$ cat src/rtl/set_bit_serializer_pkg.sv
// Shared types for set_bit_serializer: FSM state encoding and scan-order constants.
package set_bit_serializer_pkg;

    typedef enum logic {
        ST_IDLE  = 1'b0,
        ST_BURST = 1'b1
    } state_t;

    localparam logic ORDER_LSB = 1'b0;
    localparam logic ORDER_MSB = 1'b1;

endpackage

$ cat src/rtl/set_bit_serializer_bit_pick.sv
// bit_pick: combinational selector of the lowest or highest set bit of a word,
// returning its index, the isolated one-hot bit and a single-bit-remaining flag.
module bit_pick
    import set_bit_serializer_pkg::*;
#(
    parameter int  WIDTH = 32,
    localparam int IDX_W = $clog2(WIDTH)
) (
    input  logic [WIDTH-1:0] word,
    input  logic             order,
    output logic [WIDTH-1:0] bit_mask,
    output logic [IDX_W-1:0] idx,
    output logic             single
);

    // The loop direction is chosen so that the last assignment wins with the wanted bit.
    always_comb begin
        idx = '0;
        if (order == ORDER_MSB) begin
            for (int i = 0; i < WIDTH; i++) begin
                if (word[i]) idx = IDX_W'(i);
            end
        end else begin
            for (int i = WIDTH - 1; i >= 0; i--) begin
                if (word[i]) idx = IDX_W'(i);
            end
        end
    end

    assign bit_mask = (|word) ? (WIDTH'(1) << idx) : '0;
    assign single   = (|word) && ((word & (word - WIDTH'(1))) == '0);

endmodule

$ cat src/rtl/set_bit_serializer.sv
// set_bit_serializer: streams the set-bit positions of an accepted word, one beat per bit.
// Optional macro SET_BIT_SERIALIZER_COUNT_EN adds cnt_o (popcount) and beat_num_o (beat ordinal).
module set_bit_serializer
    import set_bit_serializer_pkg::*;
#(
    parameter int  WIDTH = 32,
    localparam int IDX_W = $clog2(WIDTH)
) (
    input  logic             clk_i,
    input  logic             arst_i,
    input  logic [WIDTH-1:0] data_i,
    input  logic             msb_first_i,
    input  logic             data_val_i,
    output logic             data_ready_o,
    output logic [IDX_W-1:0] idx_o,
    output logic [WIDTH-1:0] mask_o,
    output logic             idx_last_o,
    output logic             idx_val_o,
    input  logic             idx_ready_i,
    output logic             empty_o
`ifdef SET_BIT_SERIALIZER_COUNT_EN
    ,
    output logic [IDX_W:0]   cnt_o,
    output logic [IDX_W:0]   beat_num_o
`endif
);

    state_t           state_q, state_d;
    logic [WIDTH-1:0] remaining_q, remaining_d;
    logic             order_q, order_d;
    logic             empty_q, empty_d;

    logic [WIDTH-1:0] pick_mask;
    logic [IDX_W-1:0] pick_idx;
    logic             pick_single;
    logic             accept;
    logic             xfer;

    assign accept = data_val_i && (state_q == ST_IDLE);
    assign xfer   = idx_ready_i && (state_q == ST_BURST);

    bit_pick #(.WIDTH(WIDTH)) u_pick (
        .word     (remaining_q),
        .order    (order_q),
        .bit_mask (pick_mask),
        .idx      (pick_idx),
        .single   (pick_single)
    );

    // NOTE: every always_comb output gets a default first so no path leaves it unassigned (no latch).
    always_comb begin
        state_d     = state_q;
        remaining_d = remaining_q;
        order_d     = order_q;
        empty_d     = 1'b0;
        case (state_q)
            ST_IDLE: begin
                if (data_val_i) begin
                    remaining_d = data_i;
                    order_d     = msb_first_i;
                    empty_d     = (data_i == '0);
                    if (data_i != '0) state_d = ST_BURST;
                end
            end
            ST_BURST: begin
                if (idx_ready_i) begin
                    remaining_d = remaining_q & ~pick_mask;
                    if (pick_single) state_d = ST_IDLE;
                end
            end
            default: state_d = ST_IDLE;
        endcase
    end

    // NOTE: state registers use non-blocking assignments so all flops update together at the edge.
    always_ff @(posedge clk_i or posedge arst_i) begin
        if (arst_i) begin
            state_q     <= ST_IDLE;
            remaining_q <= '0;
            order_q     <= ORDER_LSB;
            empty_q     <= 1'b0;
        end else begin
            state_q     <= state_d;
            remaining_q <= remaining_d;
            order_q     <= order_d;
            empty_q     <= empty_d;
        end
    end

    // Beat fields come straight from the remaining register, so they hold while stalled.
    assign data_ready_o = (state_q == ST_IDLE);
    assign idx_val_o    = (state_q == ST_BURST);
    assign idx_o        = pick_idx;
    assign mask_o       = pick_mask;
    assign idx_last_o   = pick_single;
    assign empty_o      = empty_q;

`ifdef SET_BIT_SERIALIZER_COUNT_EN
    logic [IDX_W:0] word_pop;
    logic [IDX_W:0] cnt_q;
    logic [IDX_W:0] beat_q;

    always_comb begin
        word_pop = '0;
        for (int i = 0; i < WIDTH; i++) begin
            word_pop = word_pop + (IDX_W + 1)'(data_i[i]);
        end
    end

    always_ff @(posedge clk_i or posedge arst_i) begin
        if (arst_i) begin
            cnt_q  <= '0;
            beat_q <= '0;
        end else begin
            if (accept) begin
                cnt_q  <= word_pop;
                beat_q <= (data_i != '0) ? (IDX_W + 1)'(1) : '0;
            end else if (xfer) begin
                beat_q <= pick_single ? '0 : beat_q + (IDX_W + 1)'(1);
            end
        end
    end

    assign cnt_o      = cnt_q;
    assign beat_num_o = beat_q;
`endif

endmodule

$ cat config.mk
export PLATFORM = sky130hd
export DESIGN_NAME = set_bit_serializer
export DESIGN_NICKNAME = d
export VERILOG_FILES = /design/src/rtl/set_bit_serializer_pkg.sv /design/src/rtl/set_bit_serializer_bit_pick.sv /design/src/rtl/set_bit_serializer.sv
export SDC_FILE = /design/constraint.sdc
export NUM_CORES = 1
export LEC_CHECK = 0
export CAP_MARGIN = 20
export CORE_MARGIN = 2
export CORE_UTILIZATION = 40
export CTS_BUF_LIST = sky130_fd_sc_hd__clkbuf_8
export CTS_CLUSTER_DIAMETER = 50
export DETAILED_ROUTE_END_ITERATION = 16
export GPL_TIMING_DRIVEN = 0
export MAX_ROUTING_LAYER = met4
export PLACE_DENSITY = 0.72
export REMOVE_ABC_BUFFERS = 1
export SYNTH_ARGS = -nofsm -noshare
export SYNTH_HDL_FRONTEND = slang
export SYNTH_SLANG_ARGS = --single-unit
$ cat constraint.sdc
create_clock -name clk_i -period 4.94 [get_ports clk_i]
set_input_delay 0.494 -clock clk_i [delete_from_list [all_inputs] [get_ports clk_i]]
set_output_delay 0.494 -clock clk_i [all_outputs]
set_load 0.005 [all_outputs]
==> results of run 1 <==
[where the power goes]
part | internal, mW | switching (mW) | total [mW] | leakage [nW]
clock | 0.110 | 0.106 | 0.215 | 0.0470
combinational | 0.831 | 1.41 | 2.24 | 0.983
sequential | 0.387 | 0.298 | 0.685 | 0.450
total | 1.33 | 1.81 | 3.14 | 1.48
[cell families (layout without fill, tap and decap cells)]
group | count (synthesis) | in the layout | share of synthesized area [%]
adder cells (fa/ha/maj) | 2 | 2 | 0.583
multiplexers | 20 | 20 | 5.83
buffers and inverters | 59 | 106 | 7.87
flip-flops | 35 | 35 | 25.5
AO/OA/AOI/OAI | 134 | 134 | 27.8
AND/OR/NAND/NOR | 173 | 173 | 32.4
[worst max-delay path: cells and delay by family, from the launching register on]
family	cells	cell delay (ns)
buffers and inverters	2	1.08
AOI/OAI and AO/OA	4	1.31
and+or+nand+nor	2	0.86
DFF	1	0.52
[sequential cells by signal, indices dropped and copies added (netlist names)]
signal and cells:
idx_val_o 1, empty_o 1, order_q 1, remaining_q 32
[how the worst min path moves through the flow]
| stage | startpoint | endpoint | cells past startpoint |
|---|---|---|---|
| 6_report | arst_i | remaining_q[7] | 2 |
| 5_1_grt | arst_i | empty_o | 2 |
| 4_1_cts | arst_i | remaining_q[7] | 2 |
| 3_5_place_dp | idx_val_o | empty_o | 1 |
| 3_3_place_gp | idx_val_o | empty_o | 1 |
| 2_1_floorplan | idx_val_o | empty_o | 1 |
[metrics by stage]
step	std cells	cell area, µm²	utilization [%]	worst slack [ns]	hold WS, ns
6_report	575	4290	52.0	0.344	0.573
2_1_floorplan	383	3230	-	1.89	0.506
3_3_place_gp	565	4140	50.1	0.605	0.545
5_1_grt	575	4290	52.0	0.0332	0.666
3_5_place_dp	568	4210	50.9	0.693	0.612
4_1_cts	575	4290	52.0	0.382	0.588
[per-layer routing]
layer / GRT usage (%) / share of wire [%]
met1: 35.6 / 47
met2: 38.0 / 46
met3: 2.75 / 5.5
met4: 4.77 / 0.70
met5: - / 0
[area by class of cell]
type / count / area [µm²]
repair buffers: 80 / 833
inverters: 19 / 71.3
flip-flops and latches: 35 / 876
clock buffers: 6 / 82.6
well taps: 105 / 131
fillers: 766 / 3960
multi-input cells: 329 / 2290
clock inverters: 1 / 5.00
[layout by cell type, fill, tap and decap left out, drive strengths merged, types with 3 or more instances in the layout]
master | netlist | final
mux2i | 20 | 20
nand2b | 6 | 6
or4 | 8 | 8
o211a | 3 | 3
nand3 | 6 | 6
and2 | 3 | 3
o311ai | 4 | 4
nand2 | 8 | 8
a21o | 4 | 4
o31ai | 3 | 3
nor2b | 3 | 3
a211oi | 8 | 8
nor3 | 45 | 45
nor4 | 23 | 23
dfrtp | 35 | 35
nand4 | 11 | 11
o32ai | 3 | 3
or3 | 7 | 7
a21oi | 24 | 24
clkbuf | 19 | 6
nor2 | 47 | 47
inv | 19 | 19
buf | 21 | 3
o21a | 3 | 3
a31oi | 35 | 35
o211ai | 4 | 4
clkdlybuf4s50 | 0 | 77
o21ai | 22 | 22
==> results.py, run 1 <==
metrics = {
    "setup_path": {
        "arrival_ns": 4.10,
        "reg2regPathDepth": 7,
        "crit_chain": "nor4_1 -> a21boi_1 -> o311ai_1 -> a31oi_1 -> o211a_2 -> inv_2 -> nor3_1 -> clkdlybuf4s50_1",
        "reg2reg_to": "remaining_q[19]",
        "start_kind": "flip-flop",
        "crit_required_ns": 4.45,
        "crit_fanout": 33,
        "slowest_delay_ns": 0.76,
        "cp-startpoint": "remaining_q[11]",
        "cpMaxStageDelayCell": "o211a_2",
        "rrSetupSlack_ns": 1.57,
        "worstSetupPathType": "reg -> out",
        "endpoint": "mask_o[16]",
        "crit_path_end_kind": "primary output",
        "r2r-start": "remaining_q[11]",
    },
    "yosys": {
        "yosys.area.top_type_share_pct": 25.5,
        "synth.area.top_cells": "dfrtp_1, a31oi_1, mux2i_1",
        "synth_seq_area_share_pct": 25.5,
        "synth_area_leader_cell": "dfrtp_1",
        "synthFlopType": "dfrtp_1",
        "synthMostInstantiatedCell": "nor2_1",
        "avgSynthCellArea_um2": 8.12,
        "yosysUniqueCellTypes": 71,
        "synth_edf_count": 0,
        "ys_warn_count": 0,
        "synth-seq-cells": 35,
        "synth.top_cells.by_count": "nor2_1, a31oi_1, dfrtp_1",
        "synthArstFlopShare_pct": 100,
        "synth_cells": 423,
        "synth_area_um2": 3430,
    },
    "sta": {
        "setup_tns_ns": 0,
        "worstMarginPinSlew_ns": 0.872,
        "fmax_mhz": 218,
        "slew_viol_final": 0,
        "fin_skew_ns": 0.0106,
        "rsz0062_at_grt": "false",
        "setup_viol": 0,
        "final.period_utilization_pct": 93.0,
        "finalHoldViolCount": 0,
        "fin_crit_ns": 4.60,
        "max_slew_margin_pct": 41.9,
    },
    "layout": {
        "drive_above_1_share_pct": 12.8,
        "antennaDiodeCount": 0,
        "area_growth_pct": 25.1,
        "layout.nets": 507,
    },
    "run_status": {
        "status": "finished, final reports clean",
    },
    "clock_tree": {
        "cts-resized-gates": 0,
        "cts_tree": "yes",
        "numCtsBuffers": 5,
        "cts_setup_buffers": 0,
        "cts.sinks": 35,
        "clkLatencyLatePin_ns": 0.29,
        "clk_pin_slew_ns": 0.08,
        "cts_buffer_depth": 2,
        "cts.hold.buffers_added": 0,
        "htreeDepth": 2,
        "cts_root_buf": "clkbuf_8",
    },
    "job": {
        "cap_violations": 0,
    },
    "global_route": {
        "grt_max_degree": 34,
        "grt_pass1_wl_mm": 18.8,
        "grt_overflow": 0,
        "grt_use_total_pct": 24.7,
        "antenna_found_initial": 0,
        "grt_pass1_vias": 3512,
    },
    "drt": {
        "ant_nets": 0,
        "dr.pass1.iters": 5,
        "drt-total-wl_mm": 11.7,
        "drc_errors": 0,
        "drt-wirelength-per-cell_um": 20.3,
        "drt_iter0_markers": 413,
        "vias": 3676,
        "vias_per_cell": 6.39,
    },
    "worst_hold_path": {
        "worstHoldPathType": "in -> async",
    },
    "pwr": {
        "p_per_area_nw_per_um2": 731,
        "finalPower_mw": 3.14,
        "peakVddDrop_mv": 0.954,
        "p_leak_nw": 1.48,
    },
    "floorplan": {
        "start_util_pct": 41.6,
        "coreArea_um2": 8260,
        "rows": 33,
        "die-area_um2": 9340,
        "ios": 78,
        "die_h_um": 96.6,
        "fp.dieW_um": 96.6,
    },
    "placement": {
        "routabilityCongestion": 0.978,
        "dpl.hpwl_mm": 8.62,
        "io_buffers": 77,
    },
}
Power figures use the tool's default switching activity.
==> inputs of run 2 (changes only) <==
--- a/config.mk
+++ b/config.mk
@@ -15,6 +15,7 @@
 export MAX_ROUTING_LAYER = met4
 export PLACE_DENSITY = 0.72
 export REMOVE_ABC_BUFFERS = 1
+export SLEW_MARGIN = 20
 export SYNTH_ARGS = -nofsm -noshare
 export SYNTH_HDL_FRONTEND = slang
 export SYNTH_SLANG_ARGS = --single-unit
==> results.py, run 2 (same netlist as run 1, synthesis figures left out) <==
metrics = {
    "run_status": {
        "status": "finished, final reports clean",
    },
    "setup_path": {
        "crit_path_end_kind": "primary output",
        "r2r-start": "remaining_q[11]",
        "crit_required_ns": 4.45,
        "worstSetupPathType": "reg -> out",
        "reg2reg_to": "remaining_q[19]",
        "arrival_ns": 4.09,
        "rrSetupSlack_ns": 1.63,
        "start_kind": "flip-flop",
        "crit_fanout": 33,
        "reg2regPathDepth": 7,
    },
    "floorplan": {
        "rows": 33,
        "ios": 78,
        "coreArea_um2": 8260,
        "start_util_pct": 41.6,
        "fp.dieW_um": 96.6,
        "die_h_um": 96.6,
        "die-area_um2": 9340,
    },
    "sta": {
        "final.period_utilization_pct": 92.7,
        "rsz0062_at_grt": "false",
        "setup_tns_ns": 0,
        "setup_viol": 0,
        "fin_crit_ns": 4.58,
        "finalHoldViolCount": 0,
        "max_slew_margin_pct": 39.4,
        "fin_skew_ns": 0.00828,
        "worstMarginPinSlew_ns": 0.909,
        "fin_ws_ns": 0.359,
        "slew_viol_final": 0,
        "fmax_mhz": 218,
    },
    "placement": {
        "io_buffers": 77,
        "pre_cts_slack_ns": 0.750,
        "routabilityCongestion": 0.978,
        "dpl.hpwl_mm": 8.44,
    },
    "layout": {
        "antennaDiodeCount": 0,
        "layout.nets": 505,
        "largest_register": "remaining_q",
        "area_growth_pct": 24.3,
        "layout_common_cells": "clkdlybuf4s50_1, nor2_1, a31oi_1, dfrtp_1, nor3_1",
        "drive_above_1_share_pct": 12.6,
        "layout_commonest_cell": "clkdlybuf4s50_1",
        "largest_reg_flops": 32,
    },
    "clock_tree": {
        "cts_buffer_depth": 2,
        "cts-resized-gates": 0,
        "htreeDepth": 2,
        "clk_pin_slew_ns": 0.07,
        "cts.hold.buffers_added": 0,
        "cts.sinks": 35,
        "numCtsBuffers": 5,
        "cts_tree": "yes",
        "cts_root_buf": "clkbuf_8",
        "clkLatencyLatePin_ns": 0.29,
        "cts_setup_buffers": 0,
    },
    "global_route": {
        "antenna_found_initial": 0,
        "grt_max_degree": 36,
        "grt_overflow": 0,
        "grt_pass1_wl_mm": 18.6,
        "grt_pass1_vias": 3537,
        "grt_use_total_pct": 24.7,
    },
    "drt": {
        "wl_met3_um": 672,
        "vias_per_cell": 6.49,
        "drt_iter0_markers": 421,
        "met2_wirelength_mm": 5.35,
        "drt-wirelength-per-cell_um": 20.2,
        "drt-total-wl_mm": 11.6,
        "met1_length_mm": 5.36,
        "dr.pass1.iters": 5,
        "ant_nets": 0,
        "top_layer": "met4",
        "vias": 3717,
        "drc_errors": 0,
    },
    "job": {
        "cap_violations": 0,
    },
    "pwr": {
        "p_leak_nw": 1.46,
        "finalPower_mw": 3.14,
        "p_per_area_nw_per_um2": 736,
        "peakVddDrop_mv": 1.09,
    },
    "worst_hold_path": {
        "hold_start": "idx_val_o",
        "worstHoldPathType": "reg -> reg",
        "min_to": "empty_o",
        "whs_path_depth": 1,
    },
}
## run 2: cell count changes in the layout (fill, tap and decap cells not counted), sizes merged
cell,delta
buf,-2
## run 2: through the flow
step                      instances  hold slack (ns)  util, %  instance area, µm²
after floorplan                 383            0.506        -                3230
after global placement          565            0.545     50.1                4140
after detailed placement        566            0.608     50.6                4180
after CTS                       573            0.635     51.7                4270
after global routing            573            0.674     51.7                4270
final                           573            0.634     51.7                4270
## run 2: critical path, stage by stage (launching register included)
cell             delay [ns]
dfrtp_1                0.51
nor4_1                 0.49
a21boi_1               0.23
o311ai_1               0.13
a31oi_1                0.19
o211a_2                0.80
inv_2                  0.54
nor3_1                 0.32
clkdlybuf4s50_1        0.56
## run 2: final cells by class
class                   instances  area, µm²
fillers                       779       3990
multi-input cells             329       2300
flip-flops and latches         35        876
repair buffers                 78        798
well taps                     105        131
clock buffers                   6       82.6
inverters                      19       71.3
clock inverters                 1       5.00
## run 2: per-layer routing
metal  track usage (%)  up-vias
li1                  -     1729
met1              34.2     1811
met2              38.7      164
met3              2.60       13
met4              6.83        0
met5                 -        -
## run 2: worst max-delay path by stage
stage,to,cells after the start,slack [ns],from
2_1_floorplan,remaining_q[0],4,1.89,data_val_i
3_3_place_gp,remaining_q[23],5,0.60,data_val_i
3_5_place_dp,mask_o[16],8,0.75,remaining_q[11]
4_1_cts,mask_o[16],8,0.41,remaining_q[11]
5_1_grt,mask_o[16],8,0.04,remaining_q[10]
6_report,mask_o[16],8,0.36,remaining_q[11]
## run 2: where the power goes
group	switching, mW	total, mW	internal, mW
logic	1.41	2.24	0.824
registers	0.297	0.684	0.387
clock network	0.108	0.217	0.109
==> inputs of run 3 (changes only) <==
--- a/config.mk
+++ b/config.mk
@@ -12,6 +12,7 @@
 export CTS_CLUSTER_DIAMETER = 50
 export DETAILED_ROUTE_END_ITERATION = 16
 export GPL_TIMING_DRIVEN = 0
+export HOLD_SLACK_MARGIN = 0.1
 export MAX_ROUTING_LAYER = met4
 export PLACE_DENSITY = 0.72
 export REMOVE_ABC_BUFFERS = 1
==> results of run 3 <==
The final DEF is identical to that of run 2; final timing and power are the same.
